===== config.mk =====
export PLATFORM = sky130hd
export DESIGN_NAME = instruction_fetch
export DESIGN_NICKNAME = d
export VERILOG_FILES = /design/src/rtl/instruction_fetch.sv
export SDC_FILE = /design/constraint.sdc
export NUM_CORES = 1
export LEC_CHECK = 0
export CORE_ASPECT_RATIO = 0.5
export CORE_MARGIN = 2
export CORE_UTILIZATION = 35
export DETAILED_ROUTE_END_ITERATION = 12
export HOLD_SLACK_MARGIN = 0.06
export PLACE_DENSITY = 0.66
export SYNTH_ARGS = -nofsm -noshare
export SYNTH_HDL_FRONTEND = slang
export SYNTH_SLANG_ARGS = --single-unit

===== constraint.sdc =====
create_clock -name clk -period 2.1 [get_ports clk]
set_clock_uncertainty 0.15 [all_clocks]
set_input_delay 0.315 -clock clk [delete_from_list [all_inputs] [get_ports clk]]
set_output_delay 0.315 -clock clk [all_outputs]
set_load 0.01 [all_outputs]

===== src/rtl/instruction_fetch.sv =====
// Instruction fetch stage: owns the PC, addresses the synchronous instruction BRAM
// and registers the returned word into the decode fields with stall/redirect handling.
//
// state | meaning
// IDLE  | pc parked at 0, nothing in flight, waiting for start
// RUN   | fetching one word per cycle; left only by reset
module instruction_fetch #(
  parameter int ADDR_W  = 8,
  parameter int INSTR_W = 16
) (
  input  logic               clk,
  input  logic               rst_n,
  input  logic               start,
  input  logic               stall,
  input  logic               br_taken,
  input  logic [ADDR_W-1:0]  br_target,
  output logic [ADDR_W-1:0]  im_addr,
  input  logic [INSTR_W-1:0] im_data,
  output logic [3:0]         id_opcode,
  output logic [3:0]         id_rd,
  output logic [3:0]         id_ra,
  output logic [3:0]         id_rb,
  output logic [ADDR_W-1:0]  id_pc,
  output logic               id_valid,
  output logic [15:0]        fetch_count
);

  localparam logic IDLE = 1'b0;
  localparam logic RUN  = 1'b1;

  logic              state;
  logic [ADDR_W-1:0] pc;
  logic [ADDR_W-1:0] fetch_pc;
  logic              fetch_valid;
  logic              hold;

  // During a stall the BRAM is re-addressed with the in-flight word so im_data stays valid.
  assign hold    = (state == RUN) && stall && !br_taken;
  assign im_addr = hold ? fetch_pc : pc;

  always_ff @(posedge clk or negedge rst_n) begin
    if (!rst_n) begin
      state       <= IDLE;
      pc          <= '0;
      fetch_pc    <= '0;
      fetch_valid <= 1'b0;
      id_opcode   <= 4'd0;
      id_rd       <= 4'd0;
      id_ra       <= 4'd0;
      id_rb       <= 4'd0;
      id_pc       <= '0;
      id_valid    <= 1'b0;
      fetch_count <= 16'd0;
    end else begin
      case (state)
        IDLE: begin
          pc          <= '0;
          fetch_pc    <= '0;
          fetch_valid <= 1'b0;
          id_opcode   <= 4'd0;
          id_rd       <= 4'd0;
          id_ra       <= 4'd0;
          id_rb       <= 4'd0;
          id_pc       <= '0;
          id_valid    <= 1'b0;
          if (start) state <= RUN;
        end
        RUN: begin
          if (br_taken) begin
            pc          <= br_target;
            fetch_valid <= 1'b0;
            id_opcode   <= 4'd0;
            id_rd       <= 4'd0;
            id_ra       <= 4'd0;
            id_rb       <= 4'd0;
            id_pc       <= '0;
            id_valid    <= 1'b0;
          end else if (!stall) begin
            pc          <= pc + ADDR_W'(1);
            fetch_pc    <= pc;
            fetch_valid <= 1'b1;
            if (fetch_valid) begin
              id_opcode <= im_data[15:12];
              id_rd     <= im_data[11:8];
              id_ra     <= im_data[7:4];
              id_rb     <= im_data[3:0];
              id_pc     <= fetch_pc;
              id_valid  <= 1'b1;
              if (fetch_count != 16'hFFFF) fetch_count <= fetch_count + 16'd1;
            end else begin
              id_opcode <= 4'd0;
              id_rd     <= 4'd0;
              id_ra     <= 4'd0;
              id_rb     <= 4'd0;
              id_pc     <= '0;
              id_valid  <= 1'b0;
            end
          end
        end
        default: state <= IDLE;
      endcase
    end
  end

endmodule

Word level (Yosys, flattened, before mapping) --
Cells that the tools add are included.
Word-level totals: input bits 29, output and inout port bits 49, flip-flop bits (word level) 59
Cells by class: bitwise logic cells 3, $add $sub $neg 2, equality and inequality tests 4, multiplexer cells 36, reduce and logical (&&, ||, !) cells 5
Operator list (count):
- 2-to-1 mux 8 bit | 8
- 2-to-1 mux 4 bit | 12
- one-hot mux 8 bit (2 select lines) | 3
- one-hot mux 4 bit (2 select lines) | 4
- adder 16 x 1 -> 16 bit, second input constant | 1
- inequality test 16 bit, second input constant | 1
- adder 8 x 1 -> 8 bit, second input constant | 1
- 2-to-1 mux 1 bit | 7
- AND reduction 5 bit | 1
- inequality test 2 bit, second input constant | 2
- one-hot mux 1 bit (2 select lines) | 2
- inequality test 3 bit, second input constant | 1
- inverter 1 bit | 3
- logical AND 1 bit | 2
- AND reduction 2 bit | 1
- logical NOT 1 bit | 1

Depth between registers and ports, before layout --
word-level depth 4, mapped depth 7, mapped depth without buffers 5

Worst setup path before layout --
OpenSTA, ideal clock, no wires.
path type input to output, start point input br_taken, end point output im_addr[2], cell stages on the path 6, arrival time 1.489 ns, setup slack 0.146 ns, data required time 1.635 ns, buffers on the path 3, cell sequence clkbuf_1 > inv_1 > and3_1 > clkbuf_1 > buf_2 > mux2_2
Between the ends: word-level cells in the longest chain between the ends 3
Ends and longest elaborated chain:
- from (decl) | RTL line 15 | input logic br_taken,
- logical NOT 1 bit | RTL line 38 | assign hold = (state == RUN) && stall && !br_taken;
- logical AND 1 bit | RTL line 38
- 2-to-1 mux 8 bit | RTL line 39 | assign im_addr = hold ? fetch_pc : pc;
- to (decl) | RTL line 17 | output logic [ADDR_W-1:0] im_addr,
No other way between the ends.

Worst setup path after layout --
start point input br_taken, end point output im_addr[7]
Same word-level chain as after synthesis.

==> metrics.txt <==
# TYPE chip_impl_metric gauge
chip_impl_info{name="run_status",value="finished, final reports clean"} 1
chip_impl_metric{name="design_power_total",unit="uW"} 3260
chip_impl_info{name="rsz0062_at_grt",value="no"} 1
chip_impl_metric{name="detail_route.wl_per_cell",unit="um"} 15.2
chip_impl_metric{name="worst-endpoint-required",unit="ns"} 1.63
chip_impl_info{name="clk_root_buffer_cell",value="sky130_fd_sc_hd__clkbuf_16"} 1
chip_impl_metric{name="mappedNetlistNets",unit=""} 262
chip_impl_metric{name="floorplan.initialDensity",unit="%"} 36.4
chip_impl_info{name="cp-start-kind",value="primary input"} 1
chip_impl_metric{name="detailedRoute.firstPassIterationCount",unit=""} 4
chip_impl_metric{name="worstMarginPinSlew",unit="ns"} 0.537
chip_impl_metric{name="arrival",unit="ns"} 1.58
chip_impl_metric{name="peak_supply_drop",unit="mV"} 0.523
chip_impl_metric{name="clock_tree.buffer_depth",unit=""} 2
chip_impl_metric{name="vias",unit=""} 2109
chip_impl_info{name="cp_cell_sequence",value="clkdlybuf4s50_1 > inv_1 > and3_4 > buf_12 > mux2_2 > buf_2"} 1
chip_impl_metric{name="finalWirelength",unit="um"} 6400
chip_impl_metric{name="hold_slack",unit="ns"} 0.329
chip_impl_metric{name="port_buffers",unit=""} 77
chip_impl_metric{name="area_of_the_die",unit="um2"} 8430
chip_impl_metric{name="dpl.hpwl",unit="um"} 4620
chip_impl_metric{name="globalRouteOverflowTotal",unit=""} 0
chip_impl_metric{name="drt_iter0_drc",unit=""} 157
chip_impl_metric{name="die_y",unit="um"} 65.9
chip_impl_info{name="netlist_top_cells_count",value="sky130_fd_sc_hd__dfrtp_1, sky130_fd_sc_hd__a22o_1, sky130_fd_sc_hd__nand2_1"} 1
chip_impl_metric{name="antenna_found_initial",unit=""} 0
chip_impl_metric{name="max_cap_viol_count",unit=""} 0
chip_impl_metric{name="remaining_drc_errors",unit=""} 0
chip_impl_metric{name="async_flop_share",unit="%"} 100
chip_impl_metric{name="fin_crit_sh",unit="%"} 97.3
chip_impl_metric{name="grt_first_pass_wirelength",unit="um"} 10600
chip_impl_metric{name="core",unit="um2"} 7380
chip_impl_metric{name="synth.lib_cells_used.distinct",unit=""} 39
chip_impl_metric{name="post_route_insts_no_fill",unit=""} 421
chip_impl_metric{name="area_growth_from_synthesis_to_layout",unit="%"} 46.6
chip_impl_metric{name="placed_cells_incl_taps",unit=""} 404
chip_impl_metric{name="fraction_of_layout_instances_using_a_drive_strength_above_1",unit="%"} 17.8
chip_impl_info{name="critPathSlowestCell",value="sky130_fd_sc_hd__clkdlybuf4s50_1"} 1
chip_impl_metric{name="cts_max_level",unit=""} 3
chip_impl_metric{name="fin_setup_tns",unit="ns"} 0
chip_impl_metric{name="synth_top_cell_area_share",unit="%"} 55.0
chip_impl_metric{name="clock_insertion_delay_worst_skew",unit="ns"} 0.32
chip_impl_metric{name="power_leakage",unit="uW"} 0.00175
chip_impl_metric{name="maximum_number_of_pins_on_one_net_before_global_route_repair",unit=""} 27
chip_impl_metric{name="route.antenna.remaining_nets",unit=""} 0
chip_impl_metric{name="rows",unit=""} 22
chip_impl_info{name="timing_worst_setup_path_type",value="primary input to output pin"} 1
chip_impl_metric{name="r2r_setup_slack",unit="ns"} 0.19
chip_impl_metric{name="power_density",unit="nW/um2"} 827
chip_impl_metric{name="synth_adder_area_share",unit="%"} 0.932
chip_impl_metric{name="post_syn_area",unit="um2"} 2690
chip_impl_metric{name="synth_sequential_area_ratio",unit="%"} 55.0
chip_impl_metric{name="first_global_vias",unit=""} 2133
chip_impl_metric{name="clock-sinks",unit=""} 59
chip_impl_metric{name="fin_crit",unit="ns"} 2.04
chip_impl_info{name="post-synth-top-count-cell",value="sky130_fd_sc_hd__dfrtp_1"} 1
chip_impl_info{name="crit_family",value="buffers and inverters"} 1
chip_impl_metric{name="synth-seq-cells",unit=""} 59
chip_impl_metric{name="crit_path_max_fanout",unit=""} 7
chip_impl_metric{name="vias_per_cell",unit=""} 5.01
chip_impl_metric{name="antenna-diode-count",unit=""} 0
chip_impl_metric{name="critPathBufInv",unit=""} 4
chip_impl_metric{name="timing.critical_path.slowest_cell_delay",unit="ns"} 0.41
chip_impl_metric{name="final_net_count",unit=""} 351
chip_impl_metric{name="cts_setup_buffers",unit=""} 0
chip_impl_metric{name="clk_transition_reported_paths",unit="ns"} 0.05
chip_impl_metric{name="globalRouteTotalUtil",unit="%"} 16.5
chip_impl_metric{name="floorplan.io_pins",unit=""} 78
chip_impl_metric{name="synth_area_per_cell",unit="um2"} 11.6
chip_impl_info{name="tritoncts",value="yes"} 1
chip_impl_info{name="synth_flop_cell",value="sky130_fd_sc_hd__dfrtp_1"} 1
chip_impl_metric{name="maxClockFrequency",unit="MHz"} 489
chip_impl_metric{name="synth_compound_gate_area_share",unit="%"} 14.8
chip_impl_metric{name="die_w",unit="um"} 128
chip_impl_metric{name="syn-instance-count",unit=""} 231
chip_impl_metric{name="synthSimpleGateAreaFrac",unit="%"} 16.2
chip_impl_metric{name="gp_routability_congestion",unit=""} 0.756
chip_impl_metric{name="post_layout_worst_setup_margin",unit="ns"} 0.0565
chip_impl_info{name="main_combinational_cell_family_by_area_after_synthesis",value="simple AND/OR/NAND/NOR gates"} 1
chip_impl_metric{name="pre_cts_ws",unit="ns"} -0.355
chip_impl_metric{name="yosys_warnings",unit=""} 0
chip_impl_metric{name="synth_xor_xnor_area_share",unit="%"} 6.20
chip_impl_info{name="synthDominantAreaCellType",value="sky130_fd_sc_hd__dfrtp_1"} 1
chip_impl_metric{name="final-max-slew-violation-count",unit=""} 0
chip_impl_info{name="setup.worst_path.end_class",value="output pin"} 1
chip_impl_metric{name="numCtsBuffers",unit=""} 9
chip_impl_metric{name="report.final.setup_viol",unit=""} 0
chip_impl_metric{name="synth.mux.area_fraction",unit="%"} 4.15
chip_impl_info{name="largest_cells_by_area_after_synthesis",value="sky130_fd_sc_hd__dfrtp_1, sky130_fd_sc_hd__a22o_1, sky130_fd_sc_hd__xor2_1"} 1
chip_impl_metric{name="timing.final.hold_violations",unit=""} 0
chip_impl_info{name="hold_class",value="register to register"} 1
chip_impl_metric{name="worst_slew_margin_rel",unit="%"} 64.2
chip_impl_metric{name="synth_enable_flop_cells",unit=""} 0
## power by group
part           total [uW]  switching [uW]  internal, uW
Clock                1420             479           942
Combinational         483             203           280
Sequential           1350             118          1240
## state kept, by name, indices dropped and copies added, names as in the netlist
signal and count:
fetch_pc 8, id_opcode 4, id_rd 4, fetch_valid 1
pc 8, id_valid 1, id_ra 4, fetch_count 16
state 1, id_pc 8, id_rb 4
## routing by layer
metal  up-vias  GRT usage [%]  wire, um
met3         7           3.88       206
met2        40           28.1      3180
met4         0           6.73        95
met1      1051           20.5      2920
met5         -              0         0
li1       1011              -         -
## through the flow
stage          instance area (um2)  util (%)
3_5_place_dp                  3660      49.7
4_1_cts                       3940      53.3
5_1_grt                       3940      53.4
2_1_floorplan                 2690         -
6_report                      3940      53.4
3_3_place_gp                  3660      49.7
## worst paths after layout
kind,from,end,depth (start not counted)
worst max-delay path,br_taken,im_addr[7],6
min in group asynchronous,rst_n,id_rb[1],2
max in group asynchronous,rst_n,id_pc[3],3
worst max register to register,fetch_count[0],fetch_count[6],6
worst min register to register,id_valid,id_valid,2
worst min-delay path,id_valid,id_valid,2
## cell type report
| cell class | instances | area, um2 |
|---|---|---|
| inverters | 2 | 7.51 |
| clock inverters | 5 | 52.6 |
| repair buffers | 94 | 883 |
| well taps | 96 | 120 |
| fillers | 650 | 3440 |
| clock buffers | 11 | 243 |
| multi-input cells | 154 | 1150 |
| flip-flops and latches | 59 | 1480 |
## cells by family (layout without fill, tap and decap cells)
family          after synthesis  in the layout
buf+inv                      18            112
compound gates               53             53
fa+ha+maj                     2              2
flops                        59             59
simple gates                 70             70
xor+xnor                     19             19
mux                          10             10
## what timing repair did
item | CTS | global route
gates resized for setup | 33 | 1
endpoints found under the hold margin | 22 | 0
setup endpoints to repair | 8 | 12
hold buffers | 1 | 0
pin swaps | 1 | 2
## cells in the final DEF, fill, tap and decap left out, types with 2 or more instances in the layout
| cell | netlist | layout |
|---|---|---|
| sky130_fd_sc_hd__inv_1 | 2 | 2 |
| sky130_fd_sc_hd__a22o_1 | 24 | 24 |
| sky130_fd_sc_hd__buf_4 | 0 | 14 |
| sky130_fd_sc_hd__nand4_1 | 5 | 5 |
| sky130_fd_sc_hd__o211a_1 | 2 | 2 |
| sky130_fd_sc_hd__buf_2 | 5 | 9 |
| sky130_fd_sc_hd__or2_1 | 2 | 2 |
| sky130_fd_sc_hd__and2_1 | 4 | 4 |
| sky130_fd_sc_hd__nor2b_1 | 2 | 2 |
| sky130_fd_sc_hd__clkdlybuf4s50_1 | 0 | 67 |
| sky130_fd_sc_hd__mux2_2 | 8 | 8 |
| sky130_fd_sc_hd__xnor2_1 | 4 | 4 |
| sky130_fd_sc_hd__nand2_1 | 20 | 20 |
| sky130_fd_sc_hd__clkbuf_16 | 0 | 9 |
| sky130_fd_sc_hd__ha_1 | 2 | 2 |
| sky130_fd_sc_hd__o21ai_0 | 13 | 13 |
| sky130_fd_sc_hd__nand2b_1 | 3 | 3 |
| sky130_fd_sc_hd__clkinv_2 | 0 | 3 |
| sky130_fd_sc_hd__nor2_1 | 3 | 3 |
| sky130_fd_sc_hd__nor4_2 | 4 | 4 |
| sky130_fd_sc_hd__nor4_1 | 3 | 3 |
| sky130_fd_sc_hd__buf_12 | 0 | 2 |
| sky130_fd_sc_hd__nor3_1 | 7 | 7 |
| sky130_fd_sc_hd__xor2_1 | 15 | 15 |
| sky130_fd_sc_hd__nor3b_1 | 2 | 2 |
| sky130_fd_sc_hd__a31oi_1 | 3 | 3 |
| sky130_fd_sc_hd__dfrtp_1 | 59 | 59 |
| sky130_fd_sc_hd__nand3_1 | 5 | 5 |
| sky130_fd_sc_hd__a21boi_0 | 8 | 8 |
## worst min-delay path, stage by stage (launching register included)
cell	delay (ns)
sky130_fd_sc_hd__dfrtp_1	0.34
sky130_fd_sc_hd__nand2_1	0.05
sky130_fd_sc_hd__nand2_1	0.05
No activity file was read; power rests on OpenSTA's default activity.
